===== src/rtl/shift_register.sv =====
// Serial-in, parallel-out bidirectional shift register with shift enable.
// One bit enters per enabled rising edge. dir = 0 feeds bit 0 and moves data
// toward the MSB. dir = 1 feeds bit WIDTH-1 and moves data toward the LSB.
// The whole register is visible on sreg, driven straight from flops.
module shift_register #(
  parameter int WIDTH = 5
) (
  input  logic             clk,
  input  logic             nrst,
  input  logic             data_in,
  input  logic             en,
  input  logic             dir,
  output logic [WIDTH-1:0] sreg
);

  // Asynchronous clear, otherwise shift in the selected direction when enabled.
  // data_in and dir are only sampled under en, so an X on them while holding
  // never reaches the register.
  always_ff @(posedge clk or negedge nrst) begin
    if (!nrst) begin
      sreg <= '0;
    end else if (en) begin
      if (dir) begin
        sreg <= {data_in, sreg[WIDTH-1:1]};
      end else begin
        sreg <= {sreg[WIDTH-2:0], data_in};
      end
    end
  end

endmodule


===== config.mk =====
export PLATFORM = sky130hd
export DESIGN_NAME = shift_register
export DESIGN_NICKNAME = d
export VERILOG_FILES = /design/src/rtl/shift_register.sv
export SDC_FILE = /design/constraint.sdc
export NUM_CORES = 1
export LEC_CHECK = 0
export ABC_AREA = 1
export BUFFER_PORTS_ARGS = -buffer_cell sky130_fd_sc_hd__buf_2
export CORE_AREA = 2 2 39 41
export CTS_CLUSTER_SIZE = 20
export DETAILED_ROUTE_END_ITERATION = 8
export DIE_AREA = 0 0 41 43
export PLACE_DENSITY = 0.41
export SKIP_CTS_REPAIR_TIMING = 1
export SLEW_MARGIN = 0
export SYNTH_ARGS = -nofsm -noshare
export SYNTH_HDL_FRONTEND = slang
export SYNTH_SLANG_ARGS = --single-unit

===== constraint.sdc =====
create_clock -name clk -period 0.8 [get_ports clk]
set_input_delay 0.12 -clock clk [delete_from_list [all_inputs] [get_ports clk]]
set_output_delay 0.12 -clock clk [all_outputs]
set_load 0.005 [all_outputs]

==> flow_summary.toml, run 1 <==
[die]
initial_utilization_pct = 18.44
floorplan.die.height_um = 43
top_level_ports = 10
core_mm2 = 0.001384
num_rows = 14
die_width_um = 41
design.die.area_mm2 = 0.001763

[synth]
synthesis.area_um2 = 255.2
share_of_the_yosys_chip_area_belonging_to_registers_pct = 49.02
yosys_register_bits = 5
syn-mean-instance-area_um2 = 6.717
synth_cell_types = 5
netlist_instances = 38
synth.largest_area_cell = "sky130_fd_sc_hd__dfrtp_1"
postSynthNetCount = 43
synth_warnings = 0
netlist.area_leader.share_pct = 49.02
synth_area_leaders = "sky130_fd_sc_hd__dfrtp_1, sky130_fd_sc_hd__nand2_1, sky130_fd_sc_hd__inv_1, sky130_fd_sc_hd__nand3_1, sky130_fd_sc_hd__inv_2"

[final_layout]
antennaDiodeCount = 0
share_of_the_core_filled_with_cells_pct = 29.75
largest_register_ff_count = 5
flow.area_growth_from_synthesis_pct = 61.27
fin_nets = 63
registers.top_by_ff_count = "sreg"
layout_top_registers = "sreg (5)"
drive_gt1_share_pct = 36.84

[worst_setup_path]
path_common_cell = "sky130_fd_sc_hd__buf_6"
rrSetupSlack_ns = -0.01
path_cells = "buf_6 > buf_6"
worst-endpoint-arrival_ns = 0.84
crit_buf_inv = 2
crit_path_start_kind = "register"
worst_setup_path_end_kind = "primary output"
critPathTopFamily = "flip-flops"
critical_path.slowest_cell = "sky130_fd_sc_hd__dfrtp_1"
critical_path.max_fanout = 2
critical_path.startpoint = "sreg[1]$_DFFE_PN0P_"
worst_r2r_startpoint = "sreg[1]$_DFFE_PN0P_"
critical_path_class = "register to primary output"
critPathMaxStageDelay_ns = 0.38
crit_required_ns = 0.68

[sta]
rsz0062_at_grt = "yes"
fin_ws_ns = -0.1596
maxSlewHeadroom_pct = 89.11
achievable-frequency_ghz = 1.042
max_slew_vio_count = 0
post_layout_min_period_ns = 0.9596
final_cycle_utilization_of_the_critical_path_pct = 119.9
transition_time_at_the_pin_with_the_least_slew_margin_ns = 0.1632
worst_hold_slack_ns = 0.1747
timing.final.setup_violations = 6
finalClockSkew_ns = 0.0004618
finalHoldViolations = 0

[route]
routed_length_per_instance_um = 8.740
drt_first_iter_violations = 5
drc = 0
drt_first_pass_iters = 2
route.detailed.vias_per_inst = 3.890
antenna_violating_nets_post_route = 0
finalWirelength_um = 638
detailed_route_via_count = 284

[pwr]
netSwitchingFraction_pct = 27.94
power_leakage_nw = 0.2496
power.density_mw_per_mm2 = 2019
power_frac_comb_pct = 26.7
clockPowerShare_pct = 35.7
power.total_w = 0.0008310
netSwitchingPower_w = 0.0002322
internal-power_w = 0.0005988
sequentialPowerShare_pct = 37.7
peakVddDrop_mv = 0.5350

[worst_hold_path]
hold_path_class = "input pin to register"
min_from = "en"

[status]
result_of_the_run = "finished with violations"
violations_in_the_final_reports = "setup timing"

[clock_tree]
clock_tree.htree_level_count = 1
clkLatencyLatePin_ns = 0.24
clkTransAtPathRegs_ns = 0.04
cts_buffer_depth = 2
cts_inserted_buffers = 3
tritoncts = "yes"
clock-sinks = 5
cts.root.buffer_cell = "sky130_fd_sc_hd__clkbuf_4"

[run]
max_cap_viols = 0

[global_routing]
global_route.overflow_total = 0
grt_util_met1_pct = 10.78
antenna_found_initial = 0
grt_pass1_wl_um = 959
grt-busiest-layer = "met4"
gr-usage-met3_pct = 3.141
global_route.usage.total_pct = 9.384
grt_use_met2_pct = 10.31
grt_pass1_vias = 227
grt_max_degree = 7

[place]
place_worst_setup_slack_ns = 0.04595
place.port_buffers = 9
gp_congestion = 0.6085
[worst reg2reg max path: cells and delay by family, from the launching register on]
| family | cells | cell delay [ns] |
|---|---|---|
| AND/OR/NAND/NOR | 2 | 0.09 |
| buffers and inverters | 2 | 0.24 |
| flip-flops | 1 | 0.38 |
[cells in the mapped netlist]
cell,count
sky130_fd_sc_hd__nand3_1,5
sky130_fd_sc_hd__nand2_1,20
sky130_fd_sc_hd__dfrtp_1,5
sky130_fd_sc_hd__inv_1,7
sky130_fd_sc_hd__inv_2,1
[stage by stage]
step                area (µm²)  TNS [ns]  std cells
floorplan                255.2         0         38
finish                   411.6   -0.4815         73
detailed placement       327.8         0         64
global route             411.6   -0.6910         73
global placement         327.8         0         64
CTS                      354.1   -0.5392         68
[per-layer routing]
layer / vias to the layer above / share of wire [%]
li1: 151 / -
met1: 126 / 44
met2: 5 / 48
met3: 2 / 6.0
met4: 0 / 2.4
met5: - / 0
[path summary, 6_finish.rpt]
kind,to,cells after the start
max in group asynchronous,sreg[3]$_DFFE_PN0P_,2
hold / removal,sreg[4]$_DFFE_PN0P_,3
setup / recovery,sreg[1],2
setup reg to reg,sreg[1]$_DFFE_PN0P_,4
min in group asynchronous,sreg[0]$_DFFE_PN0P_,2
hold reg to reg,sreg[4]$_DFFE_PN0P_,2
[cells by family after synthesis]
logic type | count (synthesis) | synth area share [%]
flip-flops | 5 | 49.02
buffers and inverters | 8 | 11.77
AND/OR/NAND/NOR | 25 | 39.21
[power groups by stage]
stage,registers (W),logic (W),clock network [W]
after floorplan,0.000320,0.0000726,0
after global placement,0.000314,0.000161,0
after global routing,0.000317,0.000249,0.000334
after CTS,0.000311,0.000159,0.000313
final,0.000313,0.000221,0.000297
after detailed placement,0.000315,0.000158,0
[layout make-up]
| class | instances | area, µm² |
|---|---|---|
| Inverter | 8 | 30.03 |
| Clock buffer | 4 | 26.28 |
| Sequential cell | 5 | 125.1 |
| Tap cell | 16 | 20.02 |
| Multi-Input combinational cell | 25 | 107.6 |
| Timing Repair Buffer | 15 | 102.6 |
| Fill cell | 155 | 972.2 |
[layout by cell type, fill, tap and decap left out]
cell | Yosys | layout
sky130_fd_sc_hd__clkbuf_1 | 0 | 1
sky130_fd_sc_hd__nand2_2 | 0 | 1
sky130_fd_sc_hd__dlygate4sd3_1 | 0 | 1
sky130_fd_sc_hd__inv_1 | 7 | 6
sky130_fd_sc_hd__nand2_1 | 20 | 19
sky130_fd_sc_hd__buf_4 | 0 | 4
sky130_fd_sc_hd__clkbuf_4 | 0 | 3
sky130_fd_sc_hd__inv_2 | 1 | 2
sky130_fd_sc_hd__nand3_2 | 0 | 1
sky130_fd_sc_hd__buf_6 | 0 | 2
sky130_fd_sc_hd__nand3_1 | 5 | 4
sky130_fd_sc_hd__buf_2 | 0 | 8
sky130_fd_sc_hd__dfrtp_1 | 5 | 5
Power figures use the tool's default switching activity.
==> run 2, diff against run 1 <==
PLACE_DENSITY = 0.39   (was 0.41)
clock period = 1.2 ns   (was 0.8 ns; I/O delays follow)
==> flow_summary.toml, run 2 (synthesized netlist as in run 1, its figures left out) <==
[global_routing]
global_route.usage.total_pct = 8.534
antenna_found_initial = 0
grt_pass1_wl_um = 883
global_route.overflow_total = 0
grt_pass1_vias = 234
grt_max_degree = 7

[pwr]
power_frac_comb_pct = 19.4
peakVddDrop_mv = 0.3765
netSwitchingPower_w = 0.0001430
sequentialPowerShare_pct = 41.5
internal-power_w = 0.0003620
clockPowerShare_pct = 39.1
power_leakage_nw = 0.2204
power.density_mw_per_mm2 = 1416
netSwitchingFraction_pct = 28.32

[place]
hpwlAfterDp_um = 458.1
place.port_buffers = 9
gp_congestion = 0.5661

[route]
drt_first_iter_violations = 4
drt_first_pass_iters = 6
route.detailed.vias_per_inst = 3.926
finalWirelength_um = 606
antenna_violating_nets_post_route = 0
routed_length_per_instance_um = 8.912
detailed_route_via_count = 267
drc = 0

[clock_tree]
cts_inserted_buffers = 3
clkTransAtPathRegs_ns = 0.04
clock_tree.htree_level_count = 1
cts_buffer_depth = 2
cts.root.buffer_cell = "sky130_fd_sc_hd__clkbuf_4"
clock-sinks = 5
clkLatencyLatePin_ns = 0.24
tritoncts = "yes"

[worst_setup_path]
r2r.worst_path.cells = 4
critPathMaxStageDelay_ns = 0.39
critical_path.max_fanout = 3
crit_required_ns = 1.02
crit_buf_inv = 1
crit_path_start_kind = "register"
worst_r2r_startpoint = "sreg[3]$_DFFE_PN0P_"
reg2reg_to = "sreg[2]$_DFFE_PN0P_"
worst-endpoint-arrival_ns = 0.77
path_cells = "buf_2"
worst_setup_path_end_kind = "primary output"
critical_path_class = "register to primary output"
rrSetupSlack_ns = 0.45
critical_path.slowest_cell = "sky130_fd_sc_hd__dfrtp_1"
critPathTopFamily = "flip-flops"

[die]
die_width_um = 41
design.die.area_mm2 = 0.001763
top_level_ports = 10
floorplan.die.height_um = 43
initial_utilization_pct = 18.44
core_mm2 = 0.001384
num_rows = 14

[worst_hold_path]
min_from = "en"
hold_path_class = "input pin to register"
hold_path_end = "sreg[0]$_DFFE_PN0P_"
min_path_cells = 3

[final_layout]
flow.area_growth_from_synthesis_pct = 39.71
registers.top_by_ff_count = "sreg"
drive_gt1_share_pct = 25.00
largest_register_ff_count = 5
share_of_the_core_filled_with_cells_pct = 25.77
fill_cells = 174
mostFrequentLayoutCell = "sky130_fd_sc_hd__nand2_1"
antennaDiodeCount = 0
fin_nets = 58
layout_top_registers = "sreg (5)"
mostFrequentLayoutCells = "sky130_fd_sc_hd__nand2_1, sky130_fd_sc_hd__buf_2, sky130_fd_sc_hd__inv_1, sky130_fd_sc_hd__nand3_1, sky130_fd_sc_hd__dfrtp_1"

[status]
result_of_the_run = "complete, no violations"

[run]
max_cap_viols = 0

[sta]
rsz0062_at_grt = "no"
timing.final.setup_violations = 0
tns_ns = 0
finalHoldViolations = 0
finalClockSkew_ns = 0.00006678
post_layout_min_period_ns = 0.9455
maxSlewHeadroom_pct = 89.04
final_cycle_utilization_of_the_critical_path_pct = 78.79
transition_time_at_the_pin_with_the_least_slew_margin_ns = 0.1642
worst_hold_slack_ns = 0.2401
max_slew_vio_count = 0
achievable-frequency_ghz = 1.058
-- run 2: cell count changes in the layout (fill, tap and decap cells not counted), sizes merged --
cell,before,now
buf,14,9
-- run 2: worst max path at each step --
stage                              from             endpoint  slack (ns)  cells past startpoint
floorplan           sreg[1]$_DFFE_PN0P_  sreg[0]$_DFFE_PN0P_        0.49                      4
global placement    sreg[3]$_DFFE_PN0P_  sreg[2]$_DFFE_PN0P_        0.45                      4
detailed placement  sreg[3]$_DFFE_PN0P_  sreg[2]$_DFFE_PN0P_        0.45                      4
CTS                 sreg[4]$_DFFE_PN0P_              sreg[4]        0.24                      1
global route        sreg[2]$_DFFE_PN0P_              sreg[2]        0.21                      1
finish              sreg[0]$_DFFE_PN0P_              sreg[0]        0.25                      1
-- run 2: power groups by stage --
stage          registers (W)  logic (W)  clock network [W]
2_1_floorplan       0.000213  0.0000484                  0
3_3_place_gp        0.000212  0.0000991                  0
3_5_place_dp        0.000213  0.0000971                  0
4_1_cts             0.000210  0.0000979           0.000210
5_1_grt             0.000213   0.000112           0.000223
6_report            0.000209  0.0000979           0.000198
-- run 2: worst register-to-register path, stage by stage (launching register included) --
cell and delay, ns:
sky130_fd_sc_hd__dfrtp_1 0.39, sky130_fd_sc_hd__inv_1 0.07, sky130_fd_sc_hd__nand2_1 0.05, sky130_fd_sc_hd__nand3_1 0.07, sky130_fd_sc_hd__nand2_1 0.06
-- run 2: cell type report --
cell class	count	area [µm²]	area share, %
clock buffers	4	26.28	7.368
inverters	8	30.03	8.421
multi-input cells	25	100.1	28.07
flip-flops and latches	5	125.1	35.09
well taps	16	20.02	5.614
repair buffers	10	55.05	15.44
-- run 2: metrics by stage --
stage          instance area, µm²  worst slack [ns]  power (W)  instances
2_1_floorplan               255.2            0.4865  0.0002614         38
3_3_place_gp                320.3            0.4525  0.0003108         63
3_5_place_dp                320.3            0.4518  0.0003097         63
4_1_cts                     346.6            0.2404  0.0005181         67
5_1_grt                     356.6            0.2097  0.0005486         68
6_report                    356.6            0.2545  0.0005050         68
-- run 2: routing by layer --
| metal | vias to the layer above | share of wire (%) | global-route usage, % |
|---|---|---|---|
| met5 | - | 0 | 0 |
| met4 | 0 | 3.1 | 12.00 |
| met3 | 2 | 6.6 | 3.665 |
| met2 | 6 | 43 | 10.31 |
| met1 | 117 | 48 | 8.682 |
| li1 | 142 | - | - |
==> run 3, diff against run 2 <==
clock period = 0.9 ns   (was 1.2 ns; I/O delays follow)
==> flow_summary.toml, run 3 (synthesized netlist as in run 1, its figures left out) <==
[status]
result_of_the_run = "finished with violations"
violations_in_the_final_reports = "setup timing"

[worst_setup_path]
critical_path.slowest_cell = "sky130_fd_sc_hd__dfrtp_1"
critical_path.max_fanout = 3
critical_path_class = "register to primary output"
crit_buf_inv = 1
r2r.worst_path.cells = 5
reg2reg_to = "sreg[1]$_DFFE_PN0P_"
worst-path-stages = 1
crit_path_start_kind = "register"
path_cells = "buf_2"
worst-endpoint-arrival_ns = 0.77
rrSetupSlack_ns = 0.08
worst_setup_path_end_kind = "primary output"
critPathTopFamily = "flip-flops"
crit_required_ns = 0.76
worst_r2r_startpoint = "sreg[0]$_DFFE_PN0P_"
critical_path.endpoint = "sreg[2]"
critical_path.startpoint = "sreg[2]$_DFFE_PN0P_"
critPathMaxStageDelay_ns = 0.39

[place]
gp_congestion = 0.5663
placedInstanceArea_um2 = 320.3
place_worst_setup_slack_ns = 0.1518
cell_total_after_placement = 63
place.port_buffers = 9
hpwlAfterDp_um = 458.1

[route]
drc = 0
routed_length_per_instance_um = 8.899
detailed_route_via_count = 277
drt_first_pass_iters = 4
antenna_violating_nets_post_route = 0
drt_first_iter_violations = 4
finalWirelength_um = 614
route.detailed.vias_per_inst = 4.014

[sta]
transition_time_at_the_pin_with_the_least_slew_margin_ns = 0.1643
timing.final.setup_violations = 1
achievable-frequency_ghz = 1.105
finalClockSkew_ns = 0.0002736
final_cycle_utilization_of_the_critical_path_pct = 100.5
fin_ws_ns = -0.004830
post_layout_min_period_ns = 0.9048
finalHoldViolations = 0
maxSlewHeadroom_pct = 89.03
rsz0062_at_grt = "yes"
max_slew_vio_count = 0

[clock_tree]
clkTransAtPathRegs_ns = 0.04
cts.root.buffer_cell = "sky130_fd_sc_hd__clkbuf_4"
clock_tree.htree_level_count = 1
cts_buffer_depth = 2
clock-sinks = 5
clkLatencyLatePin_ns = 0.25
cts_inserted_buffers = 3
tritoncts = "yes"

[final_layout]
flow.area_growth_from_synthesis_pct = 42.65
drive_gt1_share_pct = 26.42
mostFrequentLayoutCell = "sky130_fd_sc_hd__nand2_1"
fin_nets = 59
registers.top_by_ff_count = "sreg"
layout_top_registers = "sreg (5)"
share_of_the_core_filled_with_cells_pct = 26.31
largest_register_ff_count = 5
antennaDiodeCount = 0
finalNonFillerCells = 69
fill_cells = 174
mostFrequentLayoutCells = "sky130_fd_sc_hd__nand2_1, sky130_fd_sc_hd__buf_2, sky130_fd_sc_hd__inv_1, sky130_fd_sc_hd__nand3_1, sky130_fd_sc_hd__dfrtp_1"
final_cell_area_um2 = 364.1

[pwr]
power.density_mw_per_mm2 = 1889
peakVddDrop_mv = 0.5021
power_leakage_nw = 0.2253

[global_routing]
global_route.overflow_total = 0
global_route.usage.total_pct = 8.534
antenna_found_initial = 0
grt_pass1_wl_um = 883
grt_pass1_vias = 234
grt_max_degree = 7

[die]
num_rows = 14
floorplan.die.height_um = 43
core_mm2 = 0.001384
design.die.area_mm2 = 0.001763
initial_utilization_pct = 18.44
die_width_um = 41
top_level_ports = 10

[run]
max_cap_viols = 0

[worst_hold_path]
hold_path_class = "input pin to register"
## run 3: cell count changes in the layout (fill, tap and decap cells not counted), sizes merged
cell  delta
buf      +1
## run 3: layout make-up
class | count | area [µm²] | share of cell area [%]
inverters | 8 | 30.03 | 8.247
well taps | 16 | 20.02 | 5.498
repair buffers | 11 | 62.56 | 17.18
clock buffers | 4 | 26.28 | 7.216
flip-flops and latches | 5 | 125.1 | 34.36
multi-input cells | 25 | 100.1 | 27.49
## run 3: worst reg2reg max path, cell delays in order, from the launching register on
cell and delay, ns:
sky130_fd_sc_hd__dfrtp_1 0.38, sky130_fd_sc_hd__buf_4 0.14, sky130_fd_sc_hd__inv_1 0.04, sky130_fd_sc_hd__nand2_1 0.04, sky130_fd_sc_hd__nand3_1 0.06, sky130_fd_sc_hd__nand2_1 0.05
## run 3: how the worst min path moves through the flow
stage / from / end / cells past startpoint
2_1_floorplan: nrst / sreg[0]$_DFFE_PN0P_ / 0
5_1_grt: en / sreg[4]$_DFFE_PN0P_ / 3
6_report: en / sreg[0]$_DFFE_PN0P_ / 3
4_1_cts: nrst / sreg[3]$_DFFE_PN0P_ / 1
3_3_place_gp: nrst / sreg[3]$_DFFE_PN0P_ / 1
3_5_place_dp: nrst / sreg[3]$_DFFE_PN0P_ / 1
## run 3: stage by stage
step	setup TNS, ns	power, W	hold slack, ns
CTS	-0.06051	0.0006908	-0.3022
detailed placement	0	0.0004129	-0.03618
global placement	0	0.0004144	-0.03726
global route	-0.1383	0.0007401	0.1940
floorplan	0	0.0003486	-0.1606
finish	-0.004830	0.0006877	0.1896
## run 3: where the power goes
| group | total [W] | switching [W] | leakage (nW) | internal, W |
|---|---|---|---|---|
| Combinational | 0.000140 | 0.0000754 | 0.150 | 0.0000648 |
| Clock | 0.000269 | 0.000101 | 0.0150 | 0.000168 |
| Sequential | 0.000278 | 0.0000214 | 0.0607 | 0.000257 |
## run 3: routing by layer
| layer | global-route usage (%) | wire length [µm] | vias up |
|---|---|---|---|
| met2 | 10.31 | 237 | 9 |
| met3 | 3.665 | 44 | 5 |
| met5 | 0 | 0 | - |
| met1 | 8.682 | 286 | 119 |
| li1 | - | - | 144 |
| met4 | 12.00 | 46 | 0 |
